**config.mk**
```make
export PLATFORM = sky130hd
export DESIGN_NAME = sort4_drain
export DESIGN_NICKNAME = d
export VERILOG_FILES = /design/src/rtl/sort4_pkg.sv /design/src/rtl/sort4_set_fifo.sv /design/src/rtl/sort4_drain.sv
export SDC_FILE = /design/constraint.sdc
export NUM_CORES = 1
export LEC_CHECK = 0
export CAP_MARGIN = 20
export CORE_UTILIZATION = 35
export DETAILED_ROUTE_END_ITERATION = 10
export PLACE_DENSITY = 0.57
export SYNTH_ARGS = -nofsm -noshare
export SYNTH_HDL_FRONTEND = slang
export SYNTH_SLANG_ARGS = --single-unit
```
**constraint.sdc**
```tcl
create_clock -name clk -period 4.8 [get_ports clk]
set_clock_uncertainty 0.15 [all_clocks]
set_input_delay 1.2 -clock clk [delete_from_list [all_inputs] [get_ports clk]]
set_output_delay 1.2 -clock clk [all_outputs]
set_load 0.01 [all_outputs]
```
**src/rtl/sort4_pkg.sv**
```systemverilog
// -----------------------------------------------------------------------------
// sort4_pkg
// Shared types for the 4-input sorter and its downstream drain.
//   SORT_W        : default element width in bits
//   elem_t        : one sorted element
//   set_t         : one result set, element 0 (smallest) in index 0
//   drain_state_e : emission FSM states of sort4_drain
// -----------------------------------------------------------------------------
package sort4_pkg;

  localparam int SORT_W = 8;

  typedef logic [SORT_W-1:0] elem_t;
  typedef elem_t [3:0]       set_t;

  typedef enum logic {
    IDLE = 1'b0,
    EMIT = 1'b1
  } drain_state_e;

endpackage

```
**src/rtl/sort4_set_fifo.sv**
```systemverilog
// -----------------------------------------------------------------------------
// sort4_set_fifo
// DEPTH-entry FIFO of result sets (four W-bit elements each).
//   clk, rst   : clock, synchronous active-high reset
//   push       : write wdata; taken when not full, or when full with a pop
//   pop        : discard the head set (ignored when empty)
//   wdata      : set to write, element 0 in index 0
//   head       : set at the read pointer
//   head_next  : set that becomes head after a pop this cycle
//   full/empty : occupancy == DEPTH / occupancy == 0
//   occupancy  : number of stored sets
// -----------------------------------------------------------------------------
module sort4_set_fifo #(
  parameter int W     = 8,
  parameter int DEPTH = 2
) (
  input  logic                       clk,
  input  logic                       rst,
  input  logic                       push,
  input  logic                       pop,
  input  logic [3:0][W-1:0]          wdata,
  output logic [3:0][W-1:0]          head,
  output logic [3:0][W-1:0]          head_next,
  output logic                       full,
  output logic                       empty,
  output logic [$clog2(DEPTH):0]     occupancy
);

  localparam int PW    = $clog2(DEPTH);
  localparam int OCC_W = PW + 1;

  logic [3:0][W-1:0] mem_q [DEPTH];
  logic [PW-1:0]     wr_ptr_q, rd_ptr_q, rd_ptr_inc;
  logic [OCC_W-1:0]  occ_q;
  logic              push_ok, pop_ok;

  assign full       = (occ_q == OCC_W'(DEPTH));
  assign empty      = (occ_q == '0);
  assign occupancy  = occ_q;

  // A full buffer still takes a set when the head leaves in the same cycle.
  assign pop_ok     = pop & ~empty;
  assign push_ok    = push & (~full | pop_ok);

  // DEPTH is a power of two, so pointer arithmetic wraps naturally.
  assign rd_ptr_inc = rd_ptr_q + PW'(1);
  assign head       = mem_q[rd_ptr_q];
  // With only one set stored, whatever follows it is the set being written now.
  assign head_next  = (occ_q > OCC_W'(1)) ? mem_q[rd_ptr_inc] : wdata;

  always_ff @(posedge clk) begin
    // NOTE: sequential state uses non-blocking assignment so every register
    // samples pre-edge values regardless of statement order.
    if (rst) begin
      wr_ptr_q <= '0;
      rd_ptr_q <= '0;
      occ_q    <= '0;
    end else begin
      if (push_ok) wr_ptr_q <= wr_ptr_q + PW'(1);
      if (pop_ok)  rd_ptr_q <= rd_ptr_inc;
      case ({push_ok, pop_ok})
        2'b10:   occ_q <= occ_q + OCC_W'(1);
        2'b01:   occ_q <= occ_q - OCC_W'(1);
        default: occ_q <= occ_q;
      endcase
    end
  end

  // NOTE: storage has no reset; occupancy and pointers decide what is valid,
  // and leaving it out keeps the array a plain RAM.
  always_ff @(posedge clk) begin
    if (push_ok) mem_q[wr_ptr_q] <= wdata;
  end

endmodule

```
**src/rtl/sort4_drain.sv**
```systemverilog
// -----------------------------------------------------------------------------
// sort4_drain
// Captures sorted result sets from the sorter on `done`, buffers them and
// serialises them smallest-first onto a valid/ready element stream.
//   clk, rst          : clock, synchronous active-high reset
//   done, r0..r3      : sorter completion strobe and sorted elements
//   can_accept        : buffer not full (sorter start allowed)
//   out_valid/ready   : output handshake
//   out_data/idx/last : element, its position in the set, last-element flag
//   overflow          : sticky, a set arrived while full and was dropped
//   order_err         : sticky, a set arrived not non-decreasing
//   sets_out          : count of fully emitted sets (wraps)
// -----------------------------------------------------------------------------
module sort4_drain
  import sort4_pkg::*;
#(
  parameter int W     = SORT_W,
  parameter int DEPTH = 2,
  parameter int CNT_W = 16
) (
  input  logic             clk,
  input  logic             rst,
  input  logic             done,
  input  logic [W-1:0]     r0,
  input  logic [W-1:0]     r1,
  input  logic [W-1:0]     r2,
  input  logic [W-1:0]     r3,
  output logic             can_accept,
  output logic             out_valid,
  input  logic             out_ready,
  output logic [W-1:0]     out_data,
  output logic [1:0]       out_idx,
  output logic             out_last,
  output logic             overflow,
  output logic             order_err,
  output logic [CNT_W-1:0] sets_out
);

  localparam int OCC_W = $clog2(DEPTH) + 1;

  drain_state_e      state_q, state_d;
  logic [1:0]        idx_q, idx_d;
  logic [W-1:0]      data_q, data_d;
  logic              last_q, last_d;
  logic [CNT_W-1:0]  sets_q, sets_d;
  logic              overflow_q, overflow_d;
  logic              order_err_q, order_err_d;

  logic [3:0][W-1:0] wdata, head, head_next;
  logic              fifo_full, fifo_empty;
  logic [OCC_W-1:0]  occupancy;
  logic              transfer, pop, more_sets, set_unordered;

  assign wdata = {r3, r2, r1, r0};

  sort4_set_fifo #(
    .W     (W),
    .DEPTH (DEPTH)
  ) u_fifo (
    .clk       (clk),
    .rst       (rst),
    .push      (done),
    .pop       (pop),
    .wdata     (wdata),
    .head      (head),
    .head_next (head_next),
    .full      (fifo_full),
    .empty     (fifo_empty),
    .occupancy (occupancy)
  );

  assign can_accept    = ~fifo_full;
  assign transfer      = (state_q == EMIT) & out_ready;
  // After popping the head another set remains if one was already queued
  // behind it, or one arrives now (a push alongside a pop is always taken).
  assign more_sets     = (occupancy > OCC_W'(1)) | done;
  assign set_unordered = ~((r0 <= r1) && (r1 <= r2) && (r2 <= r3));

  always_comb begin
    // NOTE: every signal gets a default first so no path leaves it
    // unassigned, which would otherwise infer a latch.
    state_d = state_q;
    idx_d   = idx_q;
    data_d  = data_q;
    last_d  = last_q;
    sets_d  = sets_q;
    pop     = 1'b0;

    case (state_q)
      IDLE: begin
        if (!fifo_empty) begin
          state_d = EMIT;
          idx_d   = 2'd0;
          data_d  = head[0];
          last_d  = 1'b0;
        end
      end
      EMIT: begin
        if (transfer) begin
          if (idx_q != 2'd3) begin
            idx_d  = idx_q + 2'd1;
            data_d = head[idx_d];
            last_d = (idx_d == 2'd3);
          end else begin
            pop    = 1'b1;
            sets_d = sets_q + CNT_W'(1);
            idx_d  = 2'd0;
            last_d = 1'b0;
            // Preload the next set's first element so there is no bubble.
            if (more_sets) begin
              data_d = head_next[0];
            end else begin
              state_d = IDLE;
              data_d  = '0;
            end
          end
        end
      end
      default: state_d = IDLE;
    endcase

    // Dropped sets are checked for order as well as stored ones.
    overflow_d  = overflow_q  | (done & fifo_full & ~pop);
    order_err_d = order_err_q | (done & set_unordered);
  end

  always_ff @(posedge clk) begin
    if (rst) begin
      state_q     <= IDLE;
      idx_q       <= 2'd0;
      data_q      <= '0;
      last_q      <= 1'b0;
      sets_q      <= '0;
      overflow_q  <= 1'b0;
      order_err_q <= 1'b0;
    end else begin
      state_q     <= state_d;
      idx_q       <= idx_d;
      data_q      <= data_d;
      last_q      <= last_d;
      sets_q      <= sets_d;
      overflow_q  <= overflow_d;
      order_err_q <= order_err_d;
    end
  end

  assign out_valid = (state_q == EMIT);
  assign out_data  = data_q;
  assign out_idx   = idx_q;
  assign out_last  = last_q;
  assign overflow  = overflow_q;
  assign order_err = order_err_q;
  assign sets_out  = sets_q;

endmodule

```
==> results.md, run 1 <==
* Worst setup margin at about 1300 ps
* Vias at around 3300
* Final setup fails at 0
* Mapped Area at 4760 um2
* Rows at 42
* I/O pin count at 67
* Post-synthesis sequential area ratio at 0.551
* Final HPWL from detailed placement at 7590 um
* Clock latency on the worst-skew pair at 340 ps
* Final ANT Viol Nets at 0
* Worst-path cell chain: clkdlybuf4s50_1 -> nand3_1 -> nor2_1 -> o21ai_0 -> nor2_2 -> buf_4
* Clk sinks at between 90 and 100
* Die Y at 119 um
* Cell Count Post-Placement at approximately 630
* Final period util at 0.732
* Syn Nets at 464
* Setup Fix Bufs, Post-CTS at 0
* Asr flop ratio synth at 0
* Buf/Inv on CP at 2
* Share of post-route cells with drive strength above 1 at 0.0901
* Antenna violations before repair at 0
* IO Port Bufs at 66
* Worst path depth at 6
* Worst path max stage delay at 580 ps
* Post-route DRC at 0
* Worst R2R Path Depth at 5
* Post-synth EDFFs at 64
* Worst Hold Margin at 324 ps
* Commonest cells after routing, fill and taps aside: clkdlybuf4s50_1, edfxtp_1, dfxtp_1, inv_1
* Routability cong. at 0.795
* Synth Register Bits at 99
* Max Fclk at 285 MHz
* Hold EP: overflow
* Iter 0 DRT Violations at between 150 and 200
* CTS tree: built
* Post-DR vias/cell at between 5 and 6
* Synth Flop Type: edfxtp_1
* Leak at 2.10 nW
* DR pass1 iterations at 4
* End-of-flow core utilization at 0.448
* Total track usage at 0.163
* Worst reg2reg endpoint: out_data[3]
* Largest net degree at the start of global routing at 33
* Status: finished clean
* CP top delay family: buffers and inverters
* Layout fillers at ~1200
* Setup TNS at 0 ps
* Average wire per standard cell at 16.9 um
* Initial Util at 0.360
* Max H-tree Level at 3
* CP startpoint kind: input pin
* Placement Cell Area at around 5600 um2
* Area leader, netlist: edfxtp_1
* Post-synth cell types at 37
* Clock Path Buffers at 2
* Post-Layout Cell Count at between 600 and 700
* Worst Path Required at 4630 ps
* CP Capture Type: register
* Die area at roughly 14000 um2
* Number of global-route vias before repair at between 3000 and 4000
* Slew @ Worst Pin at between 800 and 900 ps
* Mapped Cells at 397
* Pre-CTS WS at 936 ps
* Worst hold path class: register to register
* Final WL at 10900 um
* Arrival @ worst endpoint at about 3400 ps
* Yosys warnings at 0
* Die W at ~120 um
* First-pass GRT wire length at 17500 um
* PwrDens at about 350 nW/um2
* Syn avg cell area at ~12 um2
* Final Critical Period at between 3000 and 4000 ps
* VDD IR max at 0.000182 V
* Hold path cells at 2
* Largest cells by area after synthesis: edfxtp_1, dfxtp_1, ha_1, mux4_2, mux2i_1
* Most common cell after layout, fill and taps aside: clkdlybuf4s50_1
* # diodes at 0
* Final Max Slew Viols at 0
* Critical-path cell with the highest stage delay: clkdlybuf4s50_1
* Setup CP Type: input pin to register
* R2R Path Start: out_idx[0]
* Post-CTS sizing at 0
* CTS Hold Bufs at 0
* Nets at 528
* Root buf cell: clkbuf_16
* Design area at slightly below 6000 um2
* Hold path startpoint: overflow
* TritonCTS Buffers at 9
* Layout area overhead at 24.5%
* Reg2reg setup slack at 1700 ps
* Hold Vio Cnt, Final at 0
* Clock-pin transition on the worst setup and hold timing paths at roughly 70 ps
* Worst slew margin at 0.411
* Max FO, Critical Path at 32
* Power, Total at about 2.1 mW
* Max Cap Viol at 0
* Core area at between 10000 and 15000 um2
* Unrepaired setup endpoints after global routing: false
* Gr ovfl total at 0
* Yosys top cell area share at 0.404
## kinds of logic after synthesis
logic type | share of synthesized area
AOI/OAI and AO/OA | 0.0941
xor gates and xnor gates | 0.0313
adders and majority gates | 0.0814
muxes | 0.109
and+or+nand+nor | 0.0920
DFF | 0.551
buffers and inverters | 0.0413
## synthesized netlist by cell type (5+ instances only)
cell,instances
nor2_1,33
a31oi_1,17
ha_1,31
nand4_1,9
edfxtp_1,64
inv_1,32
a21oi_1,22
o211ai_1,11
xnor2_1,10
mux2i_1,16
mux4_2,16
clkbuf_1,10
nand2_1,27
dfxtp_1,35
xor2_1,7
nor3_1,5
o21ai_0,14
## state kept, by name (all words and copies together), names as in the netlist, named ones only
| register | count |
|---|---|
| order_err | 1 |
| u_fifo.occupancy | 2 |
| u_fifo.rd_ptr_q | 1 |
| overflow | 1 |
| out_valid | 1 |
| out_idx | 2 |
| u_fifo.wr_ptr_q | 1 |
| out_last | 1 |
| out_data | 8 |
| sets_out | 16 |
| u_fifo.mem_q | 64 |
## per-layer routing
metal	vias up	share of wire	routed length, um	global-route usage
met3	8	0.040	435	0.0314
li1	1592	-	-	-
met4	0	0.0098	106	0.0522
met2	72	0.49	5350	0.280
met1	1582	0.46	4960	0.207
met5	-	0	0	0
## power breakdown
group	switching, mW	internal (mW)	total, mW
Combinational	0.162	0.138	0.300
Clock	0.319	0.463	0.781
Sequential	0.0356	0.982	1.02
## worst register-to-register path, cell delays in order (launching register included)
cell,delay [ps]
dfxtp_1,680
clkinv_1,470
ha_1,1010
mux4_2,440
nand2_1,100
a31oi_1,90
## how the worst max path moves through the flow
stage | to | from | slack (ps)
finish | u_fifo.mem_q[0][9] | out_ready | 1290
floorplan | u_fifo.mem_q[0][0] | out_ready | 1180
global placement | u_fifo.mem_q[0][13] | out_ready | 1050
global route | u_fifo.mem_q[0][6] | out_ready | 1100
CTS | u_fifo.mem_q[0][3] | out_ready | 1280
detailed placement | u_fifo.mem_q[0][3] | out_ready | 940
## final cells by class
class                           count  area [um2]  share of cell area
Sequential cell                    99        2620               0.442
Multi-Input combinational cell    248        1950               0.329
Timing Repair Buffer               70         691               0.117
Clock buffer                       10         229              0.0386
Tap cell                          176         220              0.0371
Inverter                           33         124              0.0209
Clock inverter                      6        93.8              0.0158
Note: power is estimated with default switching activity, not from simulation.
==> inputs of run 2 (changes only) <==
==> constraint.sdc (replaced) <==
create_clock -name clk -period 3.49 [get_ports clk]
set_clock_uncertainty 0.15 [all_clocks]
set_input_delay 0.8725 -clock clk [delete_from_list [all_inputs] [get_ports clk]]
set_output_delay 0.8725 -clock clk [all_outputs]
set_load 0.01 [all_outputs]
==> results.md, run 2 (same netlist as run 1, synthesis figures left out) <==
* Status: finished clean
* I/O pin count at between 60 and 70
* DR pass1 iterations at 4
* Slew @ Worst Pin at 718 ps
* Gr ovfl total at 0
* Reg2reg setup slack at just under 900 ps
* Die Y at roughly 120 um
* Max Cap Viol at 0
* Worst hold path class: register to register
* Final HPWL from detailed placement at between 7000 and 8000 um
* Number of global-route vias before repair at 3383
* M3 GR Usage at 0.0280
* Largest net degree at the start of global routing at 36
* CP top delay family: flip-flops
* IO Port Bufs at 66
* Post-CTS sizing at 0
* VDD IR max at between 0.0002 and 0.00025 V
* Initial Util at 0.360
* Met1 Use GR at 0.209
* Final Critical Period at around 2700 ps
* Share of post-route cells with drive strength above 1 at 0.104
* Leak at 2.12 nW
* Worst R2R Path Depth at 6
* CTS Hold Bufs at 0
* CTS tree: built
* Total track usage at 0.166
* Worst-path cell chain: clkdlybuf4s50_1
* Hold path startpoint: overflow
* End-of-flow core utilization at 0.450
* Hold Vio Cnt, Final at 0
* Final period util at 0.782
* Layout area overhead at 25.1%
* Post-route DRC at 0
* CP startpoint kind: register
* Final ANT Viol Nets at 0
* Buf/Inv on CP at 1
* Setup Fix Bufs, Post-CTS at 0
* Average wire per standard cell at approximately 17 um
* Max reg flops at 64
* Antenna violations before repair at 0
* Met2 GRT Util at 0.288
* Max Fclk at roughly 370 MHz
* Final WL at between 10000 and 15000 um
* Max FO, Critical Path at 13
* Worst slew margin at 0.520
* TritonCTS Buffers at 9
* R2R Path Start: out_idx[0]
* PwrDens at between 400 and 500 nW/um2
* Final Max Slew Viols at 0
* Vias at between 3000 and 4000
* Nets at ~530
* Arrival @ worst endpoint at around 1700 ps
* Die area at between 10000 and 15000 um2
* Max H-tree Level at 3
* Die W at 119 um
* Setup CP Type: register to output port
* CP Capture Type: output port
* Hold EP: overflow
* Worst Hold Margin at around 320 ps
* Post-Layout Cell Count at ~650
* Worst Path Required at approximately 2500 ps
* Post-DR vias/cell at 5.09
* Clock-pin transition on the worst setup and hold timing paths at roughly 70 ps
* Clk sinks at between 90 and 100
* Hold path cells at 2
* Clock Path Buffers at 2
* Most flops, register: u_fifo.mem_q
* # diodes at 0
* Clock latency on the worst-skew pair at between 300 and 400 ps
* Setup TNS at 0 ps
* Routability cong. at around 0.8
* Worst reg2reg endpoint: u_fifo.mem_q[0][6]
* Most common cell after layout, fill and taps aside: clkdlybuf4s50_1
* Core area at ~13000 um2
* Critical-path cell with the highest stage delay: dfxtp_1
* Rows at 42
* Cell Count Post-Placement at between 600 and 700
* Commonest cells after routing, fill and taps aside: clkdlybuf4s50_1, edfxtp_1, dfxtp_1, inv_1
* Root buf cell: clkbuf_16
* Worst path max stage delay at 700 ps
* First-pass GRT wire length at around 18000 um
* Final setup fails at 0
* Unrepaired setup endpoints after global routing: false
* GRT busiest layer: met2
* Iter 0 DRT Violations at about 180
## run 2: changes by cell type in the layout (fill, tap and decap cells not counted), sizes merged
cell and change:
clkbuf -1, bufinv -2, inv +1, clkinv +2, buf +6
## run 2: where the power goes
| group | internal [mW] | switching (mW) | total [mW] |
|---|---|---|---|
| clock | 0.496 | 0.453 | 0.949 |
| sequential | 1.35 | 0.0505 | 1.40 |
| combinational | 0.204 | 0.227 | 0.431 |
| total | 2.05 | 0.731 | 2.78 |
## run 2: per-stage QoR
step | setup WS [ps] | area, um2 | power [mW]
global placement | 530 | 5680 | 1.85
finish | 761 | 5960 | 2.78
CTS | 740 | 5960 | 2.80
global route | 602 | 5960 | 2.90
detailed placement | 405 | 5680 | 1.86
floorplan | 198 | 4760 | 1.64
## run 2: area by class of cell
cell class	count	area, um2
Fill cell	1265	7280
Clock inverter	7	58.8
Sequential cell	99	2620
Inverter	33	124
Multi-Input combinational cell	248	1950
Timing Repair Buffer	76	761
Clock buffer	9	225
Tap cell	176	220
## run 2: per-layer routing
layer	wire length, um	vias to the layer above	part of all wire
met5	0	-	0
met4	129	0	0.012
met3	442	10	0.040
met2	5470	65	0.50
met1	4960	1615	0.45
li1	-	1606	-
## run 2: worst max path at each step
stage / start / endpoint / depth (start not counted)
after CTS: out_idx[0] / out_idx[0] / 1
after floorplan: out_ready / u_fifo.mem_q[0][0] / 4
final: out_idx[0] / out_idx[0] / 1
after global placement: out_ready / u_fifo.mem_q[0][14] / 6
after global routing: out_ready / u_fifo.occupancy[1] / 8
after detailed placement: out_ready / u_fifo.occupancy[0] / 7
==> inputs of run 3 (changes only) <==
--- a/config.mk
+++ b/config.mk
@@ -8,7 +8,7 @@
 export CAP_MARGIN = 20
 export CORE_UTILIZATION = 35
 export DETAILED_ROUTE_END_ITERATION = 10
-export PLACE_DENSITY = 0.57
+export PLACE_DENSITY = 0.59
 export SYNTH_ARGS = -nofsm -noshare
 export SYNTH_HDL_FRONTEND = slang
 export SYNTH_SLANG_ARGS = --single-unit
==> constraint.sdc (replaced) <==
create_clock -name clk -period 2.3 [get_ports clk]
set_clock_uncertainty 0.15 [all_clocks]
set_input_delay 0.575 -clock clk [delete_from_list [all_inputs] [get_ports clk]]
set_output_delay 0.575 -clock clk [all_outputs]
set_load 0.01 [all_outputs]
==> results.md, run 3 (same netlist as run 1, synthesis figures left out) <==
* Iter 0 DRT Violations at between 150 and 200
* CP Capture Type: output port
* Setup CP Type: register to output port
* Core area at approximately 13000 um2
* First-pass GRT wire length at ~18000 um
* Initial Util at 0.360
* Routability cong. at approximately 0.81
* Nets at around 570
* Vias at 3447
* Share of post-route cells with drive strength above 1 at 0.173
* Clock latency on the worst-skew pair at between 300 and 400 ps
* Worst-path cell chain: buf_4 -> clkdlybuf4s50_1
* Worst setup margin at between 100 and 150 ps
* CTS tree: built
* Final ANT Viol Nets at 0
* I/O pin count at 67
* Layout area overhead at 31.7%
* Max FO, Critical Path at 12
* Rows at 42
* Commonest cells after routing, fill and taps aside: clkdlybuf4s50_1, edfxtp_1, buf_4, dfxtp_1, inv_1
* IO Port Bufs at 66
* Post-route DRC at 0
* Setup Fix Bufs, Post-CTS at 0
* Clock-pin transition on the worst setup and hold timing paths at 70 ps
* Worst slew margin at 0.590
* Die W at between 100 and 150 um
* Status: finished clean
* Final period util at 0.954
* CP startpoint kind: register
* Max Cap Viol at 0
* DR pass1 iterations at 4
* Pre-CTS WS at -335 ps
* Post-Layout Cell Count at roughly 690
* Root buf cell: clkbuf_16
* Final HPWL from detailed placement at between 8000 and 9000 um
* Buf/Inv on CP at 2
* Worst Path Required at between 1500 and 2000 ps
* Hold Vio Cnt, Final at 0
* Die area at 14100 um2
* Final Critical Period at around 2200 ps
* Layout fillers at ~1200
* Critical-path cell with the highest stage delay: clkdlybuf4s50_1
* Post-DR vias/cell at 5.02
* Most common cell after layout, fill and taps aside: clkdlybuf4s50_1
* Largest net degree at the start of global routing at 36
* Antenna violations before repair at 0
* Gr ovfl total at 0
* Worst Hold Margin at approximately 340 ps
* Total track usage at 0.167
* Clk sinks at between 90 and 100
* Arrival @ worst endpoint at approximately 1500 ps
* VDD IR max at between 0.0003 and 0.0004 V
* Most flops, register: u_fifo.mem_q
* Worst path max stage delay at approximately 580 ps
* Leak at between 2 and 2.5 nW
* TritonCTS Buffers at 9
* Slew @ Worst Pin at roughly 610 ps
* Clock Path Buffers at 2
* Cell Count Post-Placement at 670
* Max reg flops at 64
* Number of global-route vias before repair at approximately 3600
* Final WL at ~11000 um
* Final Max Slew Viols at 0
* Max H-tree Level at 3
* Die Y at roughly 120 um
* Worst hold path class: register to register
* CP top delay family: buffers and inverters
* Max Fclk at between 400 and 500 MHz
* Final setup fails at 0
* Average wire per standard cell at 16.0 um
* PwrDens at just under 700 nW/um2
* End-of-flow core utilization at 0.474
* Unrepaired setup endpoints after global routing: false
* Power, Total at between 4 and 5 mW
* # diodes at 0
[run 3: final timing paths]
path                                   from           to  slack [ps]  cells past startpoint
worst max-delay path             out_idx[0]   out_idx[0]         100                      2
worst min-delay path            sets_out[1]  sets_out[1]         340                      2
worst max register to register   out_idx[0]  out_data[3]         230                      7
worst min register to register  sets_out[1]  sets_out[1]         340                      2
[run 3: per-stage QoR]
| step | setup TNS [ps] | cell area [um2] |
|---|---|---|
| after global routing | 0 | 6270 |
| after floorplan | -19560 | 4770 |
| after detailed placement | -18830 | 5970 |
| final | 0 | 6270 |
| after global placement | -17200 | 5970 |
| after CTS | 0 | 6270 |
[run 3: layer usage]
layer  part of all wire  up-vias  global-route usage
met1               0.45     1651               0.206
met5                  0        -                   0
met2               0.48       94               0.280
met4              0.022        0              0.0641
li1                   -     1681                   -
met3              0.047       21              0.0434
[run 3: worst register-to-register path, stage by stage (launching register included)]
cell and delay (ps):
dfxtp_1 330, buf_4 210, clkinv_1 120, ha_1 310, buf_4 270, mux4_2 370, nand2_1 100, a31oi_1 80
[run 3: final cells by class]
type                       instances  area [um2]  area share
inverter                          33         124      0.0198
clock buffer                      10         229      0.0365
multi-input combinational        248        1950       0.311
sequential                        99        2620       0.418
tap                              176         220      0.0351
timing repair buffer             114        1060       0.169
clock inverter                     6        65.1      0.0104
[run 3: power breakdown]
part / leakage (nW) / total, mW / internal, mW / switching [mW]
logic: 1.29 / 0.705 / 0.348 / 0.356
registers: 0.883 / 2.12 / 2.05 / 0.0698
clock network: 0.143 / 1.49 / 0.845 / 0.644
total: 2.31 / 4.31 / 3.24 / 1.07
[run 3: what timing repair did]
action | 4_1_cts | 5_1_grt
gates resized for setup | 2 | 2
endpoints found under the setup margin | 1 | 41
gates cloned | 0 | 0
hold buffers | 0 | 0
